### src/rtl/systolic_skew_feeder_if.sv
// Valid/ready activation stream from the producer into the skew feeder.
// s_data packs one WIDTH-bit signed element per lane, element i feeding lane i.
interface systolic_skew_feeder_if #(
  parameter int WIDTH = 16,
  parameter int N     = 4
);
  logic                    s_valid;
  logic                    s_ready;
  logic                    s_last;
  logic [N-1:0][WIDTH-1:0] s_data;

  modport master (
    output s_valid,
    output s_data,
    output s_last,
    input  s_ready
  );

  modport slave (
    input  s_valid,
    input  s_data,
    input  s_last,
    output s_ready
  );
endinterface

### src/rtl/systolic_skew_feeder.sv
// Skews an activation vector stream into a diagonal wavefront for the PE array:
// lane i is delayed 1+i cycles, then zeros are flushed so every lane drains.
module systolic_skew_feeder #(
  parameter int WIDTH = 16,
  parameter int N     = 4,
  parameter int CNT_W = 16
) (
  input  logic                    clk_i,
  input  logic                    rst_ni,
  systolic_skew_feeder_if.slave   s_if,
  output logic [N-1:0][WIDTH-1:0] skew_out_o,
  output logic [N-1:0]            lane_valid_o,
  output logic                    busy_o,
  output logic                    done_o,
  output logic [CNT_W-1:0]        beat_cnt_o
);

  typedef enum logic [1:0] {
    IDLE   = 2'd0,
    STREAM = 2'd1,
    FLUSH  = 2'd2
  } state_e;

  // The flush counter only has to reach N-2.
  localparam int FCNT_W = (N > 2) ? $clog2(N - 1) : 1;

  state_e             state_q;
  logic [CNT_W-1:0]   beat_cnt_q;
  logic [CNT_W-1:0]   beat_cnt_d;
  logic [FCNT_W-1:0]  flush_cnt_q;
  logic               done_q;
  logic               accept;

  assign s_if.s_ready = (state_q != FLUSH);
  assign accept       = s_if.s_valid & s_if.s_ready;

  // Delay lines free-run: a cycle without an accept injects a zero pad.
  genvar gi;
  generate
    for (gi = 0; gi < N; gi++) begin : g_lane
      logic [WIDTH-1:0] data_q [gi+1];
      logic [gi:0]      vld_q;

      always_ff @(posedge clk_i or negedge rst_ni) begin
        if (!rst_ni) begin
          for (int s = 0; s <= gi; s++) begin
            data_q[s] <= '0;
          end
          vld_q <= '0;
        end else begin
          data_q[0] <= accept ? s_if.s_data[gi] : '0;
          vld_q[0]  <= accept;
          for (int s = 1; s <= gi; s++) begin
            data_q[s] <= data_q[s-1];
            vld_q[s]  <= vld_q[s-1];
          end
        end
      end

      assign skew_out_o[gi]   = data_q[gi];
      assign lane_valid_o[gi] = vld_q[gi];
    end
  endgenerate

  // First accept of a frame restarts the count; later accepts saturate upward.
  always_comb begin
    beat_cnt_d = beat_cnt_q;
    if (accept) begin
      if (state_q == IDLE) begin
        beat_cnt_d = CNT_W'(1);
      end else if (beat_cnt_q != '1) begin
        beat_cnt_d = beat_cnt_q + 1'b1;
      end
    end
  end

  always_ff @(posedge clk_i or negedge rst_ni) begin
    if (!rst_ni) begin
      state_q     <= IDLE;
      beat_cnt_q  <= '0;
      flush_cnt_q <= '0;
      done_q      <= 1'b0;
    end else begin
      done_q     <= 1'b0;
      beat_cnt_q <= beat_cnt_d;
      case (state_q)
        IDLE, STREAM: begin
          if (accept) begin
            if (s_if.s_last) begin
              if (N == 1) begin
                state_q <= IDLE;
                done_q  <= 1'b1;
              end else begin
                state_q     <= FLUSH;
                flush_cnt_q <= '0;
              end
            end else begin
              state_q <= STREAM;
            end
          end
        end
        FLUSH: begin
          if (flush_cnt_q == FCNT_W'(N - 2)) begin
            state_q <= IDLE;
            done_q  <= 1'b1;
          end else begin
            flush_cnt_q <= flush_cnt_q + 1'b1;
          end
        end
        default: state_q <= IDLE;
      endcase
    end
  end

  assign busy_o     = (state_q != IDLE);
  assign done_o     = done_q;
  assign beat_cnt_o = beat_cnt_q;

endmodule
### src/flat_wrapper.sv
// flat-port wrapper written by rule: the top's interface ports become plain ports
module systolic_skew_feeder_flat 
#(
  parameter int WIDTH = 16,
  parameter int N     = 4,
  parameter int CNT_W = 16
)
  (clk_i, rst_ni, skew_out_o, lane_valid_o, busy_o, done_o, beat_cnt_o, s_if_s_valid, s_if_s_data, s_if_s_last, s_if_s_ready);
  systolic_skew_feeder_if #(.WIDTH(WIDTH), .N(N)) s_if_i ();
  input  logic clk_i;
  input  logic rst_ni;
  output logic [N-1:0][WIDTH-1:0] skew_out_o;
  output logic [N-1:0] lane_valid_o;
  output logic busy_o;
  output logic done_o;
  output logic [CNT_W-1:0] beat_cnt_o;
  input wire logic [$bits(s_if_i.s_valid)-1:0] s_if_s_valid;
  input wire logic [$bits(s_if_i.s_data)-1:0] s_if_s_data;
  input wire logic [$bits(s_if_i.s_last)-1:0] s_if_s_last;
  output wire logic [$bits(s_if_i.s_ready)-1:0] s_if_s_ready;
  assign s_if_i.s_valid = s_if_s_valid;
  assign s_if_i.s_data = s_if_s_data;
  assign s_if_i.s_last = s_if_s_last;
  assign s_if_s_ready = s_if_i.s_ready;
  systolic_skew_feeder #(.WIDTH(WIDTH), .N(N), .CNT_W(CNT_W)) u_core (.clk_i(clk_i), .rst_ni(rst_ni), .s_if(s_if_i), .skew_out_o(skew_out_o), .lane_valid_o(lane_valid_o), .busy_o(busy_o), .done_o(done_o), .beat_cnt_o(beat_cnt_o));
endmodule
### config.mk
export PLATFORM = sky130hd
export DESIGN_NAME = systolic_skew_feeder_flat
export DESIGN_NICKNAME = d
export VERILOG_FILES = /design/src/rtl/systolic_skew_feeder_if.sv /design/src/rtl/systolic_skew_feeder.sv /design/src/flat_wrapper.sv
export SDC_FILE = /design/constraint.sdc
export NUM_CORES = 1
export LEC_CHECK = 0
export BUFFER_PORTS_ARGS = -buffer_cell sky130_fd_sc_hd__buf_2
export CORE_ASPECT_RATIO = 0.5
export CORE_MARGIN = 3
export CORE_UTILIZATION = 47
export CTS_CLUSTER_SIZE = 14
export DETAILED_ROUTE_END_ITERATION = 12
export GPL_ROUTABILITY_DRIVEN = 1
export PLACE_DENSITY = 0.74
export SYNTH_ARGS = -nofsm -noshare
export SYNTH_HDL_FRONTEND = slang
export SYNTH_SLANG_ARGS = --single-unit
### constraint.sdc
create_clock -name clk_i -period 2 [get_ports clk_i]
set_input_delay 0.1 -clock clk_i [delete_from_list [all_inputs] [get_ports clk_i]]
set_output_delay 0.1 -clock clk_i [all_outputs]
set_load 0.01 [all_outputs]
# After elaboration in Yosys (flattened, before gate mapping)
# Index checks and enable logic that the tools add are counted.
[op_classes]
n_addsub = 2
eq_ne = 9
n_mux = 16
bitwise = 1
reduce_logical = 8
[ops]
columns = ["operator", "count"]
rows = [
  ["$mux 16", 6],
  ["$add 16x1->16 const B", 1],
  ["$ne 16x16->1 const B", 1],
  ["$mux 2", 6],
  ["$pmux 2 s2", 2],
  ["$ne 2x2->1 const B", 3],
  ["$reduce_bool 2->1", 3],
  ["$eq 2x2->1 const B", 2],
  ["$ne 2x1->1 const B", 2],
  ["$reduce_and 2->1", 2],
  ["$reduce_and 4->1", 1],
  ["$add 2x1->2 const B", 1],
  ["$eq 2x1->1 const B", 1],
  ["$logic_not 2->1", 1],
  ["$mux 1", 2],
  ["$reduce_or 2->1", 1],
  ["$and 1x1->1", 1],
]
[totals]
reg_bits = 191
output_inout_bits = 87

# Logic depth before layout (Yosys ltp)
[logic_depth]
ltp_word = 4
mapped_depth = 6
ltp_nobuf = 5

# Worst setup path after synthesis
# Ideal clock, no wire load.
[synth_path]
path_kind = "flip-flop to flip-flop"
start = "register u_core.beat_cnt_q[0] (netlist: u_core.beat_cnt_o[0])"
end = "register u_core.beat_cnt_q[1] (netlist: u_core.beat_cnt_o[1])"
setup_ps = 79
arrival_time_ps = 1897
required_time_ps = 1921
slack_ps = 24
stages_incl_launch_ff = 7
path_buffers = 1
period_less_slack_ps = 1976
cell_sequence = "dfrtp_1 ha_1 nand4_1 or3_4 o31ai_4 buf_6 mux2i_1"
[synth_between]
elab_chain_len = 3
word_cells_on_any_way = 6
classes_between = "add/sub (1); eq/ne (1); mux (2); reduce/logical (2)"
[synth_lines]
columns = ["item", "line", "rtl"]
rows = [
  ["start, declared", "systolic_skew_feeder.sv:28", "logic [CNT_W-1:0] beat_cnt_q;"],
  ["start signal, assigned", "systolic_skew_feeder.sv:85", "beat_cnt_q <= beat_cnt_d;"],
  ["$add 16x1->16 / $ne 16x16->1 (equally long branches)", "systolic_skew_feeder.sv:72, systolic_skew_feeder.sv:71", ""],
  ["$mux 16 / $reduce_bool 2->1 (equally long branches)", "-", ""],
  ["$mux 16 / $reduce_and 2->1 (equally long branches)", "-", ""],
]
# Several ways; a longest one is shown, not always the timed one. The select of a mux whose other input is x is not followed.
# A chain may end at the register's enable or synchronous reset.

# Worst setup path after layout
# Ends and elaborated chain as after synthesis.

==> impl_results.md <==
- Fmax: 0.539 GHz
- GRT Overall Usage: 0.184
- Compound-Gate Fraction of Synth Area: 0.0437
- Crit-path slowest cell: or3_4
- Initial core utilization: 0.500
- Mux contribution to synthesized area: 0.00347
- CP top delay family: simple AND/OR/NAND/NOR gates
- Grt ovf: 0
- Fin. Hold Viols: 0
- Simple-Gate Fraction of Synth Area: 0.117
- Post-Layout Cell Count: 780
- Area of the core: ~12000 sq um
- Post-synthesis xor/xnor area fraction: 0
- Hpwl dp: 7.57 mm
- Port Buffer Count: 154
- Worst hold slack: 114 ps
- DRT Pass-1 Iters: 7
- Syn Nets: approximately 490
- Die ar.: 14500 sq um
- R2r startpoint: u_core.beat_cnt_o[0]
- Hold WC Path Type: in -> reg
- Vias in the first global route: 3980
- Register-to-Register Path Depth: 6
- CP endpoint kind: flop
- CP cell instances: ha_1 -> nand4_1 -> or3_4 -> o31ai_4 -> buf_6 -> mux2i_1
- Total Wirelength: 12.4 mm
- Synth cell types: 44
- Total Power: 0.00951 W
- Crit path largest cell delay: 430 ps
- DR iter-0 viols: around 200
- Post-Syn Instances: 418
- Final Critical Period: 1860 ps
- Post-Syn Area: 6130 sq um
- EDFF count, synth: 0
- Clock buffer depth: 2
- Post-CTS Setup Bufs: 0
- Wire per inst: 15.9 um
- Critical Path Fanout Max: 8
- RSZ-0062 raised after global routing: false
- Asr flop ratio synth: 1.00
- Slew @ Worst Pin: 475 ps
- MaxCap Viol Count: 0
- Setup TNS: 0 ps
- Max transition margin: 0.683
- DR vias: 3726
- LEAKAGE: 4.31 nW
- Routability cong.: 0.859
- Final net count: roughly 670
- Final Slew Violations: 0
- Clock sinks: between 150 and 200
- Die width: 167 um
- H-Tree Depth: 4
- Hold Path Depth: 2
- Start point of the critical path: u_core.beat_cnt_o[0]
- Main flop type after synthesis: dfrtp_1
- Final ANT Viol Nets: 0
- WP depth: 6
- Share of layout cells above drive strength 1: 0.341
- First-pass GRT wire length: 20.7 mm
- Final number of setup-violating endpoints: 0
- Critical Path AT: 2200 ps
- Initial antenna violation count: 0
- Cell Count Post-Placement: 682
- HP Start: s_if_s_valid
- Clk_lat worst skew: 410 ps
- Cell Rows: 28
- # DRC: 0
- Fin crit share: 0.928
- Ant diodes: 0
- Syn Area/Cell: 14.7 sq um
- CTS buffer count: 17
- Io pins: 155
- CP required: 2340 ps
- Seq cells post-synth: 185
- DR vias/cell: 4.78
- Largest net degree at the start of global routing: 66
- CTS root buffer: clkbuf_16
- Cell Pwr Density: 1180 nW/um^2
- Area delta synth->final: 31.6%
- CP Launch Type: flop
- CTS tree: yes
- CP bufs+invs: 1
- Clock slew at reported path FFs: 70 ps
- Status: completed
- Yosys Warn Count: 0
- Main combinational cell family by area after synthesis: simple AND/OR/NAND/NOR gates
- Die height: between 80 and 90 um
- Post-synthesis adder-cell area fraction: 0.00408
- Worst Clk Skew: approximately 9.8 ps
- Sequential fraction of the synthesis area: 0.756
- Peak VDD IR: 0.000569 V
- Crit Path Class: reg -> reg
==> where the power goes <==
group          switching (W)  internal (W)
combinational       0.000895      0.000686
clock                0.00153       0.00180
sequential          0.000257       0.00434
total                0.00268       0.00683
==> routing by layer <==
layer	up-vias	wire, um	track usage
met4	0	214	0.0683
met1	1870	5020	0.229
li1	1745	-	-
met5	-	0	0
met2	94	6720	0.322
met3	17	478	0.0410
==> cell usage in the layout (no fill, tap or decap), types with 6 or more instances in the layout <==
| cell | n |
|---|---|
| dfrtp_1 | 183 |
| buf_2 | 153 |
| dlygate4sd3_1 | 66 |
| and3_1 | 65 |
| clkbuf_16 | 17 |
| nand2_1 | 16 |
| buf_4 | 10 |
| nor3_1 | 8 |
| nor2_1 | 7 |
| o22a_1 | 7 |
| nand3_1 | 6 |
==> stage by stage <==
stage | instance area [sq um] | setup WS [ps] | util
6_report | 8060 | 144 | 0.657
5_1_grt | 8060 | 17.3 | 0.657
4_1_cts | 8060 | 110 | 0.657
3_5_place_dp | 6790 | 160 | 0.554
3_3_place_gp | 6790 | 234 | 0.554
2_1_floorplan | 6130 | 24.1 | -
==> path summary, 6_finish.rpt <==
check	to	slack (ps)
hold reg to reg	u_core.skew_out_o[36]	340
hold / removal	u_core.g_lane[0].data_q[11]	110
max in group asynchronous	u_core.g_lane[3].data_q[27]	1150
min in group asynchronous	u_core.state_q[0]	180
setup / recovery	u_core.beat_cnt_o[1]	140
setup reg to reg	u_core.beat_cnt_o[1]	140
==> logic make-up (layout without fill, tap and decap cells) <==
logic type,Yosys count,after routing
flops,185,185
simple gates,122,122
buf+inv,73,270
compound gates,34,34
fa+ha+maj,2,2
mux,2,2
==> what timing repair did <==
action                                  in CTS  in global routing
endpoints found under the setup margin       0                  1
gates resized for setup                      0                  3
hold buffers                                66                  0
hold endpoints to repair                   105                  0
==> flip-flops by register name, summed over array words and instances, names as in the netlist <==
signal / flops
u_core.flush_cnt_q: 2
u_core.state_q: 2
u_core.g_lane.vld_q: 4
u_core.done_o: 1
u_core.skew_out_o: 48
u_core.g_lane.data_q: 112
u_core.beat_cnt_o: 16
==> synthesized netlist by cell type (2+ instances only) <==
master      n  share of area
nor3_1      8         0.0065
a21oi_1     5         0.0041
o31a_1      2         0.0029
o22ai_1     2         0.0020
nor3b_1     2         0.0024
a21bo_2     2         0.0033
clkbuf_1   17          0.010
nand4_1     5         0.0051
o21ai_1     2         0.0016
nor4b_1     2         0.0029
o22a_1      7          0.010
o21ai_0     4         0.0033
ha_1        2         0.0041
buf_4      49          0.060
dfrtp_1   185           0.76
and3_1     65          0.066
nand3_1     6         0.0049
inv_1       4         0.0024
nand2_1    16         0.0098
o31ai_1     2         0.0024
nor4_1      2         0.0020
nor2_1      7         0.0043
==> area by class of cell <==
cell class                 count  area (sq um)
fill                         891          4200
timing repair buffer         233          1560
tap                          165           206
inverter                       5          18.8
sequential                   185          4630
clock inverter                14           178
clock buffer                  18           429
multi-input combinational    160          1030
(Power assumes the default switching activity.)
